--- src/rtl/mode_speed_pkg.sv ---
// Shared encodings and default select values for the mode/speed front end.
package mode_speed_pkg;

  typedef enum logic [1:0] {
    IDLE       = 2'd0,
    PRESS_WAIT = 2'd1,
    HELD       = 2'd2,
    REL_WAIT   = 2'd3
  } deb_state_e;

  localparam logic [1:0] SW_DEF   = 2'd0;
  localparam logic [1:0] MODE_DEF = 2'd0;

endpackage

--- src/rtl/key_debounce.sv ---
// Single-key synchroniser + debounce FSM with long-press detection.
//
// state      | meaning
// -----------+-------------------------------------------------------
// IDLE       | key released and stable
// PRESS_WAIT | key seen low, waiting DEB_CYC stable cycles
// HELD       | press accepted, hold counter measuring press length
// REL_WAIT   | key seen high, waiting DEB_CYC stable cycles
module key_debounce
  import mode_speed_pkg::*;
#(
  parameter int unsigned DEB_CYC  = 1000000,
  parameter int unsigned LONG_CYC = 100000000,
  parameter int unsigned CNT_W    = 27
) (
  input  logic clk_50,
  input  logic rst,
  input  logic key_n,
  output logic press_p,
  output logic long_p,
  output logic rel_p,
  output logic was_long
);

  localparam logic [CNT_W-1:0] DEB_LAST  = CNT_W'(DEB_CYC - 1);
  localparam logic [CNT_W-1:0] LONG_LAST = CNT_W'(LONG_CYC - 1);
  localparam logic [CNT_W-1:0] LONG_PRE  = CNT_W'(LONG_CYC - 2);
  localparam logic [CNT_W-1:0] HOLD_MAX  = CNT_W'(LONG_CYC);

  logic [1:0]       sync_q;
  logic             key_s;
  deb_state_e       state_q, state_d;
  logic [CNT_W-1:0] cnt_q, cnt_d;
  logic [CNT_W-1:0] hold_q, hold_d;
  logic             press_q, press_d;
  logic             long_q, long_d;
  logic             rel_q, rel_d;
  logic             was_long_q, was_long_d;

  assign key_s    = sync_q[1];
  assign press_p  = press_q;
  assign long_p   = long_q;
  assign rel_p    = rel_q;
  assign was_long = was_long_q;

  // Two-stage synchroniser, preset to the released level.
  always_ff @(posedge clk_50 or posedge rst) begin
    if (rst) sync_q <= 2'b11;
    else     sync_q <= {sync_q[0], key_n};
  end

  // State, counters and registered event pulses.
  always_ff @(posedge clk_50 or posedge rst) begin
    if (rst) begin
      state_q    <= IDLE;
      cnt_q      <= '0;
      hold_q     <= '0;
      press_q    <= 1'b0;
      long_q     <= 1'b0;
      rel_q      <= 1'b0;
      was_long_q <= 1'b0;
    end else begin
      state_q    <= state_d;
      cnt_q      <= cnt_d;
      hold_q     <= hold_d;
      press_q    <= press_d;
      long_q     <= long_d;
      rel_q      <= rel_d;
      was_long_q <= was_long_d;
    end
  end

  // Next-state logic; hold counter is frozen outside HELD so a bounce
  // back from REL_WAIT resumes timing and long_p cannot fire twice.
  always_comb begin
    state_d    = state_q;
    cnt_d      = cnt_q;
    hold_d     = hold_q;
    press_d    = 1'b0;
    long_d     = 1'b0;
    rel_d      = 1'b0;
    was_long_d = was_long_q;
    case (state_q)
      IDLE: begin
        if (!key_s) begin
          state_d = PRESS_WAIT;
          cnt_d   = '0;
        end
      end
      PRESS_WAIT: begin
        if (key_s) begin
          state_d = IDLE;
        end else if (cnt_q == DEB_LAST) begin
          state_d = HELD;
          press_d = 1'b1;
          hold_d  = '0;
        end else begin
          cnt_d = cnt_q + 1'b1;
        end
      end
      HELD: begin
        if (hold_q != HOLD_MAX) hold_d = hold_q + 1'b1;
        if (hold_q == LONG_PRE) long_d = 1'b1;
        if (key_s) begin
          state_d = REL_WAIT;
          cnt_d   = '0;
        end
      end
      REL_WAIT: begin
        if (!key_s) begin
          state_d = HELD;
        end else if (cnt_q == DEB_LAST) begin
          state_d    = IDLE;
          rel_d      = 1'b1;
          was_long_d = (hold_q >= LONG_LAST);
        end else begin
          cnt_d = cnt_q + 1'b1;
        end
      end
      default: state_d = IDLE;
    endcase
  end

endmodule

--- src/rtl/mode_speed_ctrl.sv ---
// Button front end for the LED display: cycles sw/mode selects from
// debounced key events; a long mode press restores both defaults.
module mode_speed_ctrl
  import mode_speed_pkg::*;
#(
  parameter int unsigned DEB_CYC  = 1000000,
  parameter int unsigned LONG_CYC = 100000000,
  parameter int unsigned CNT_W    = 27
) (
  input  logic       clk_50,
  input  logic       rst,
  input  logic       key_speed_n,
  input  logic       key_mode_n,
  output logic [1:0] sw,
  output logic [1:0] mode,
  output logic       upd
);

  logic spd_press, spd_long, spd_rel, spd_was_long;
  logic mod_press, mod_long, mod_rel, mod_was_long;
  logic speed_unused;

  logic [1:0] sw_q, sw_d;
  logic [1:0] mode_q, mode_d;
  logic       chg_q, chg_d;
  logic       upd_q;

  key_debounce #(.DEB_CYC(DEB_CYC), .LONG_CYC(LONG_CYC), .CNT_W(CNT_W)) u_deb_speed (
    .clk_50   (clk_50),
    .rst      (rst),
    .key_n    (key_speed_n),
    .press_p  (spd_press),
    .long_p   (spd_long),
    .rel_p    (spd_rel),
    .was_long (spd_was_long)
  );

  key_debounce #(.DEB_CYC(DEB_CYC), .LONG_CYC(LONG_CYC), .CNT_W(CNT_W)) u_deb_mode (
    .clk_50   (clk_50),
    .rst      (rst),
    .key_n    (key_mode_n),
    .press_p  (mod_press),
    .long_p   (mod_long),
    .rel_p    (mod_rel),
    .was_long (mod_was_long)
  );

  // Only the press event of the speed key drives any action.
  assign speed_unused = ^{spd_long, spd_rel, spd_was_long, mod_press};

  assign sw   = sw_q;
  assign mode = mode_q;
  assign upd  = upd_q;

  // Select update; a long mode press overrides any coincident increment.
  always_comb begin
    sw_d   = sw_q;
    mode_d = mode_q;
    if (spd_press) sw_d = sw_q + 2'd1;
    if (mod_rel && !mod_was_long) mode_d = mode_q + 2'd1;
    if (mod_long) begin
      sw_d   = SW_DEF;
      mode_d = MODE_DEF;
    end
    chg_d = (sw_d != sw_q) || (mode_d != mode_q);
  end

  // Select registers; upd trails the changing edge by one cycle.
  always_ff @(posedge clk_50 or posedge rst) begin
    if (rst) begin
      sw_q   <= SW_DEF;
      mode_q <= MODE_DEF;
      chg_q  <= 1'b0;
      upd_q  <= 1'b0;
    end else begin
      sw_q   <= sw_d;
      mode_q <= mode_d;
      chg_q  <= chg_d;
      upd_q  <= chg_q;
    end
  end

endmodule
--- config.mk ---
export PLATFORM = sky130hd
export DESIGN_NAME = mode_speed_ctrl
export DESIGN_NICKNAME = d
export VERILOG_FILES = /design/src/rtl/mode_speed_pkg.sv /design/src/rtl/key_debounce.sv /design/src/rtl/mode_speed_ctrl.sv
export SDC_FILE = /design/constraint.sdc
export NUM_CORES = 1
export LEC_CHECK = 0
export ABC_AREA = 1
export BUFFER_PORTS_ARGS = -buffer_cell sky130_fd_sc_hd__buf_2
export CAP_MARGIN = 0
export CELL_PAD_IN_SITES_DETAIL_PLACEMENT = 1
export CELL_PAD_IN_SITES_GLOBAL_PLACEMENT = 1
export CORE_MARGIN = 5
export CORE_UTILIZATION = 42
export DETAILED_ROUTE_END_ITERATION = 12
export GPL_TIMING_DRIVEN = 0
export PLACE_DENSITY_LB_ADDON = 0.1
export SLEW_MARGIN = 10
export SYNTH_ARGS = -nofsm -noshare
export SYNTH_HDL_FRONTEND = slang
export SYNTH_SLANG_ARGS = --single-unit
--- constraint.sdc ---
create_clock -name clk_50 -period 3.7 [get_ports clk_50]
set_clock_uncertainty 0.1 [all_clocks]
set_input_delay 0.74 -clock clk_50 [delete_from_list [all_inputs] [get_ports clk_50]]
set_output_delay 0.74 -clock clk_50 [all_outputs]
set_load 0.02 [all_outputs]
## Yosys cells after proc, flatten, opt, wreduce, memory -nomap -nowiden

Index checks and enable logic that the tools add are counted.

| storage, ports and cells | value |
|---|---|
| output and inout port bits | 5 |
| register bits after elaboration | 99 |

| cells by class | value |
|---|---|
| reduce and logical (&&, ||, !) cells | 12 |
| eq/ne operators | 26 |
| mux-type cells | 42 |
| order comparisons | 1 |
| $add $sub $neg | 5 |

Operators by type and width:

| operator | count |
|---|---|
| $mux 27 | 13 |
| $pmux 27 s4 | 2 |
| $add 27x1->27 const B | 3 |
| $eq 27x20->1 const B | 2 |
| $pmux 27 s2 | 1 |
| $mux 2 | 16 |
| $eq 27x27->1 const B | 1 |
| $ge 27x27->1 const B | 1 |
| $ne 27x27->1 const B | 1 |
| $reduce_and 4->1 | 5 |
| $pmux 2 s4 | 2 |
| $ne 2x1->1 const B | 6 |
| $eq 2x2->1 const B | 4 |
| $mux 1 | 8 |
| $ne 2x2->1 const B | 4 |
| $ne 3x1->1 const B | 2 |
| $ne 3x3->1 const B | 2 |
| $add 2x1->2 const B | 2 |
| $eq 2x1->1 const B | 2 |
| $logic_not 2->1 | 2 |
| $ne 2x2->1 | 2 |
| $reduce_and 3->1 | 1 |
| $reduce_bool 2->1 | 1 |
| $logic_and 1x1->1 | 1 |
| other kinds (2) | 2 |

## Logic depth before layout (Yosys ltp)

| depth | value |
|---|---|
| depth after elaboration | 6 |
| mapped depth | 12 |
| mapped depth without buffers | 12 |

## Hierarchy

Synthesis repeated with hierarchy kept, for this count alone.

| second synthesis, totals | value |
|---|---|
| cell total of the unflattened synthesis | 1410 |
| area total of the unflattened synthesis | 9052.4 um2 |

By module, submodules not included:

| module | cells each | area an instance (um2) | instances | sequential area each (um2) |
|---|---|---|---|---|
| key_debounce | 687 | 4385.5 | 2 | 1554.0 |
| mode_speed_ctrl | 36 | 281.5 | 1 | 150.1 |

## Worst setup path before layout

OpenSTA, ideal clock, no wires.

| timing path | value |
|---|---|
| kind | flip-flop to flip-flop |
| from | reg u_deb_mode.cnt_q[0] |
| to | reg u_deb_mode.hold_q[13] |
| slack | 1.877 ns |
| arrival time | 1.606 ns |
| cell stages (with the launch flop) | 12 |
| required time | 3.483 ns |
| cell sequence | dfrtp_1 > ha_1 > inv_4 > nor2_8 > inv_4 > nor2_1 > nand2_1 > nand2_1 > nand3_4 > buf_6 > nand2_1 > nand2_1 |

| on the way | value |
|---|---|
| longest elaborated chain between the ends | 3 |

Ends and longest elaborated chain:

| item | RTL line | text |
|---|---|---|
| from (decl) | key_debounce.sv:33 | `logic [CNT_W-1:0] cnt_q, cnt_d;` |
| from (signal assigned) | key_debounce.sv:64 | `cnt_q <= cnt_d;` |
| $eq 27x20->1 | key_debounce.sv:93 | `end else if (cnt_q == DEB_LAST) begin` |
| $ne 2x1->1 (no source line) | n/a |  |
| $reduce_and 4->1 (no source line) | n/a |  |
| to (signal assigned) | key_debounce.sv:65 | `hold_q <= hold_d;` |
| to (decl) | key_debounce.sv:34 | `logic [CNT_W-1:0] hold_q, hold_d;` |

No other way between the ends.
A chain may end at the register's enable or synchronous reset.

## Worst setup path after layout

| timing path | value |
|---|---|
| from | reg u_deb_speed.cnt_q[0] |
| to | reg u_deb_speed.cnt_q[21] |

| on the way | value |
|---|---|
| longest elaborated chain between the ends | 4 |

Ends and longest elaborated chain:

| item | RTL line | text |
|---|---|---|
| from (decl) | key_debounce.sv:33 |  |
| from (signal assigned) | key_debounce.sv:64 |  |
| $add 27x1->27 / $eq 27x20->1 (equally long branches) | n/a |  |
| $mux 27 (*) | key_debounce.sv:93, key_debounce.sv:112 |  |
| $mux 27, on equally long branches | key_debounce.sv:110, key_debounce.sv:91 |  |
| $pmux 27 s4 (*) | key_debounce.sv:83 | `case (state_q)` |

Mark *: on every way between the ends. The rest lies on a longest branch, timed or not. The select of a mux whose other input is x is not followed.

==> results.md <==
- Slowest stage delay, CP: 0.51 ns
- Worst setup path end: u_deb_speed.cnt_q[21]
- Chip Height: 137.1 µm
- Critical Path RT: 3.88 ns
- Initial antenna violation count: 0
- Maximum Capacitance Violations: 0
- CP Launch Type: flip-flop
- VDD IR max: 0.2296 mV
- Overflow after GRT: 0
- Cells along the critical path: ha_1 > inv_1 > nor2_2 > nand3b_1 > nor2_1 > nand2_1 > nand2_2 > buf_6 > buf_6 > nand2_1 > o21ai_1
- Core ar.: 15890 µm²
- Full die area: 18800 µm²
- Port-buffer cells: 8
- Critical path's slowest cell: dfrtp_1
- Cell area after synthesis: 6787 µm²
- Reg clk slew, reported paths: 0.08 ns
- Initial cell density of the core: 0.4272
- Vias in the first global route: 6471
- CP Max Fanout: 10
- GRT Total Usage: 0.2200
- Mean Syn Cell Area: 6.582 µm²
- Power Dens Cells: 295.3 nW/µm²
- RD Place Congestion: 0.8636
- Synth Flop Type: dfrtp_1
- Final Slew Violations: 0
- Relative slew slack: 0.5867
- Switching power share of the total: 0.2672
- Unique masters post-synth: 36
- WL/cell: 15.28 µm
- Fmax: 439.1 MHz
- CTS tree: built
- # setup viols final: 0
- Asr flop ratio synth: 1.000
- CTS resizes: 0
- Post-synth EDFFs: 0
- Critical Path Stages: 11
- #FFs+latches synth: 99
- Mapped Cells: 1031
- Synth warnings: 0
- Power Total: 2.192 mW
- Vias: 6354
- Flop pwr share: 0.507
- TritonRoute pass-1 iters: 5
- Post-CTS Setup Inserts: 0
- Post-synthesis sequential area ratio: 0.3658
- Synth area leaders: dfrtp_1 35%, nand2_1 21%, nor2_1 9.6%, nand3_1 6.3%, inv_1 5.3%
- Critical Path Start: u_deb_speed.cnt_q[0]
- RSZ-0062 raised after global routing: false
- Diode count: 0
- Cell family with most CP delay: simple AND/OR/NAND/NOR gates
- Pin count of the biggest net entering global routing: 81
- DRC: 0
- Detailed Place HPWL: 15040 µm
- RR Startpoint: u_deb_speed.cnt_q[0]
- Clk sinks: 99
- Hold Path Class: in2async
- Final hold viol count: 0
- I/O Pins: 9
- Clk buf depth: 2
- Biggest area consumer among synthesized cells: dfrtp_1
- Initial detailed-routing violation count: 289
- Worst setup EP type: flip-flop
- Die W: 137.1 µm
- Detail Route Antenna Nets: 0
- Gate power share: 0.054
- Most common cell in the synthesized netlist: nand2_1
- Area Overhead vs Synth: 9.384%
- Sw Pwr: 585.6 µW
- R2r endpoint: u_deb_speed.cnt_q[21]
- R2R cell count: 11
- P_leak: 3.312 nW
- CP arrival: 2.46 ns
- Wirelength, routed: 19430 µm
- Number of CTS-inserted buffers: 9
- Final worst path period need: 2.278 ns
- CTS Hold Bufs: 0
- Row Count: 46
- Routed vias/inst: 4.995
- Post-synth top cells: 387 x nand2_1, 173 x nor2_1, 96 x inv_1
- Clock Latency Late Sink: 0.35 ns
- Clock root buffer: clkbuf_16
- P_int: 1.606 mW
- Clock share of power: 0.439
- Status: complete, no violations
- Global-route wire length before repair: 32840 µm
- Syn nets: 1040
- # nets final: 1060
- Min Hold Slack: 0.2113 ns
- Fraction of layout cells with a size suffix above 1: 0.1004
- Bufs and invs on worst path: 3
- Top-area cell type share of the netlist area: 0.3503
- R2r setup slk: 1.42 ns
- Period utilization: 0.6156
- Htree depth: 3
- WS Path Type: reg2reg
- Least-Margin Pin Slew: 0.6177 ns
## logic make-up (layout without fill, tap and decap cells)
group	after synthesis	after routing	synth area share
and+or+nand+nor	716	716	0.4458
DFF	99	99	0.3658
AOI/OAI and AO/OA	62	62	0.05807
xor gates and xnor gates	30	30	0.03872
buffers and inverters	119	144	0.08241
adders and majority gates	5	5	0.009218
## through the flow
| stage | setup WS [ns] | cell area, µm² | std cells | utilization | TNS, ns |
|---|---|---|---|---|---|
| 3_5_place_dp | 1.469 | 7129 | 1256 | 0.4488 | 0 |
| 4_1_cts | 1.433 | 7423 | 1272 | 0.4673 | 0 |
| 6_report | 1.422 | 7423 | 1272 | 0.4673 | 0 |
| 2_1_floorplan | 0.2762 | 6787 | 1031 | - | 0 |
| 3_3_place_gp | -1.101 | 7097 | 1255 | 0.4468 | -104.03 |
| 5_1_grt | 1.203 | 7423 | 1272 | 0.4673 | 0 |
## area by class of cell
class | instances | area [µm²]
Clock inverter | 7 | 68.82
Sequential cell | 99 | 2482
Tap cell | 216 | 270.3
Buffer | 19 | 178.9
Inverter | 100 | 385.4
Clock buffer | 9 | 225.2
Timing Repair Buffer | 9 | 67.56
Multi-Input combinational cell | 813 | 3745
Fill cell | 2128 | 8462
## power groups by stage
| stage | clock network (mW) | registers (mW) | logic (mW) |
|---|---|---|---|
| after global placement | 0 | 1.13 | 0.117 |
| after CTS | 0.992 | 1.11 | 0.123 |
| after global routing | 1.04 | 1.11 | 0.134 |
| after detailed placement | 0 | 1.13 | 0.123 |
| final | 0.963 | 1.11 | 0.119 |
| after floorplan | 0 | 1.13 | 0.0867 |
## metal layers
| layer | vias to the layer above | share of wire | global-route usage |
|---|---|---|---|
| met5 | - | 0 | 0 |
| met4 | 0 | 0.014 | 0.04268 |
| li1 | 3263 | - | - |
| met3 | 14 | 0.020 | 0.03860 |
| met1 | 3028 | 0.49 | 0.2970 |
| met2 | 49 | 0.47 | 0.3719 |
## worst min path at each step
stage	from	to	slack, ns
floorplan	chg_q	upd	0.23
global placement	chg_q	upd	0.24
detailed placement	chg_q	upd	0.25
CTS	rst	sw[1]	0.20
global route	rst	sw[1]	0.21
finish	rst	sw[1]	0.21
## worst register-to-register path, cell delays in order (launching register included)
cell	delay, ns
dfrtp_1	0.51
ha_1	0.34
inv_1	0.08
nor2_2	0.23
nand3b_1	0.11
nor2_1	0.16
nand2_1	0.12
nand2_2	0.12
buf_6	0.15
buf_6	0.16
nand2_1	0.06
o21ai_1	0.07
## cell usage in the layout (no fill, tap or decap), types with 5 or more instances in the layout
| master | n |
|---|---|
| nand4_1 | 18 |
| inv_1 | 95 |
| xnor2_1 | 10 |
| buf_2 | 12 |
| o21ai_2 | 19 |
| ha_1 | 5 |
| nand3_1 | 85 |
| nor2_1 | 173 |
| dfrtp_1 | 95 |
| nand2_1 | 387 |
| clkbuf_1 | 6 |
| xor2_1 | 20 |
| o21ai_0 | 28 |
| nor3_1 | 9 |
| clkbuf_16 | 9 |
| buf_6 | 5 |
| nand2_2 | 25 |
| o21ai_1 | 6 |
## state kept, by name, indices dropped and copies added, names as in the netlist, 2 cells and up, named ones only
name                count
u_deb_mode.sync_q       2
u_deb_speed.sync_q      2
u_deb_mode.cnt_q       27
mode                    2
u_deb_speed.cnt_q      27
sw                      2
u_deb_mode.hold_q      27
Note: power is estimated with default switching activity, not from simulation.
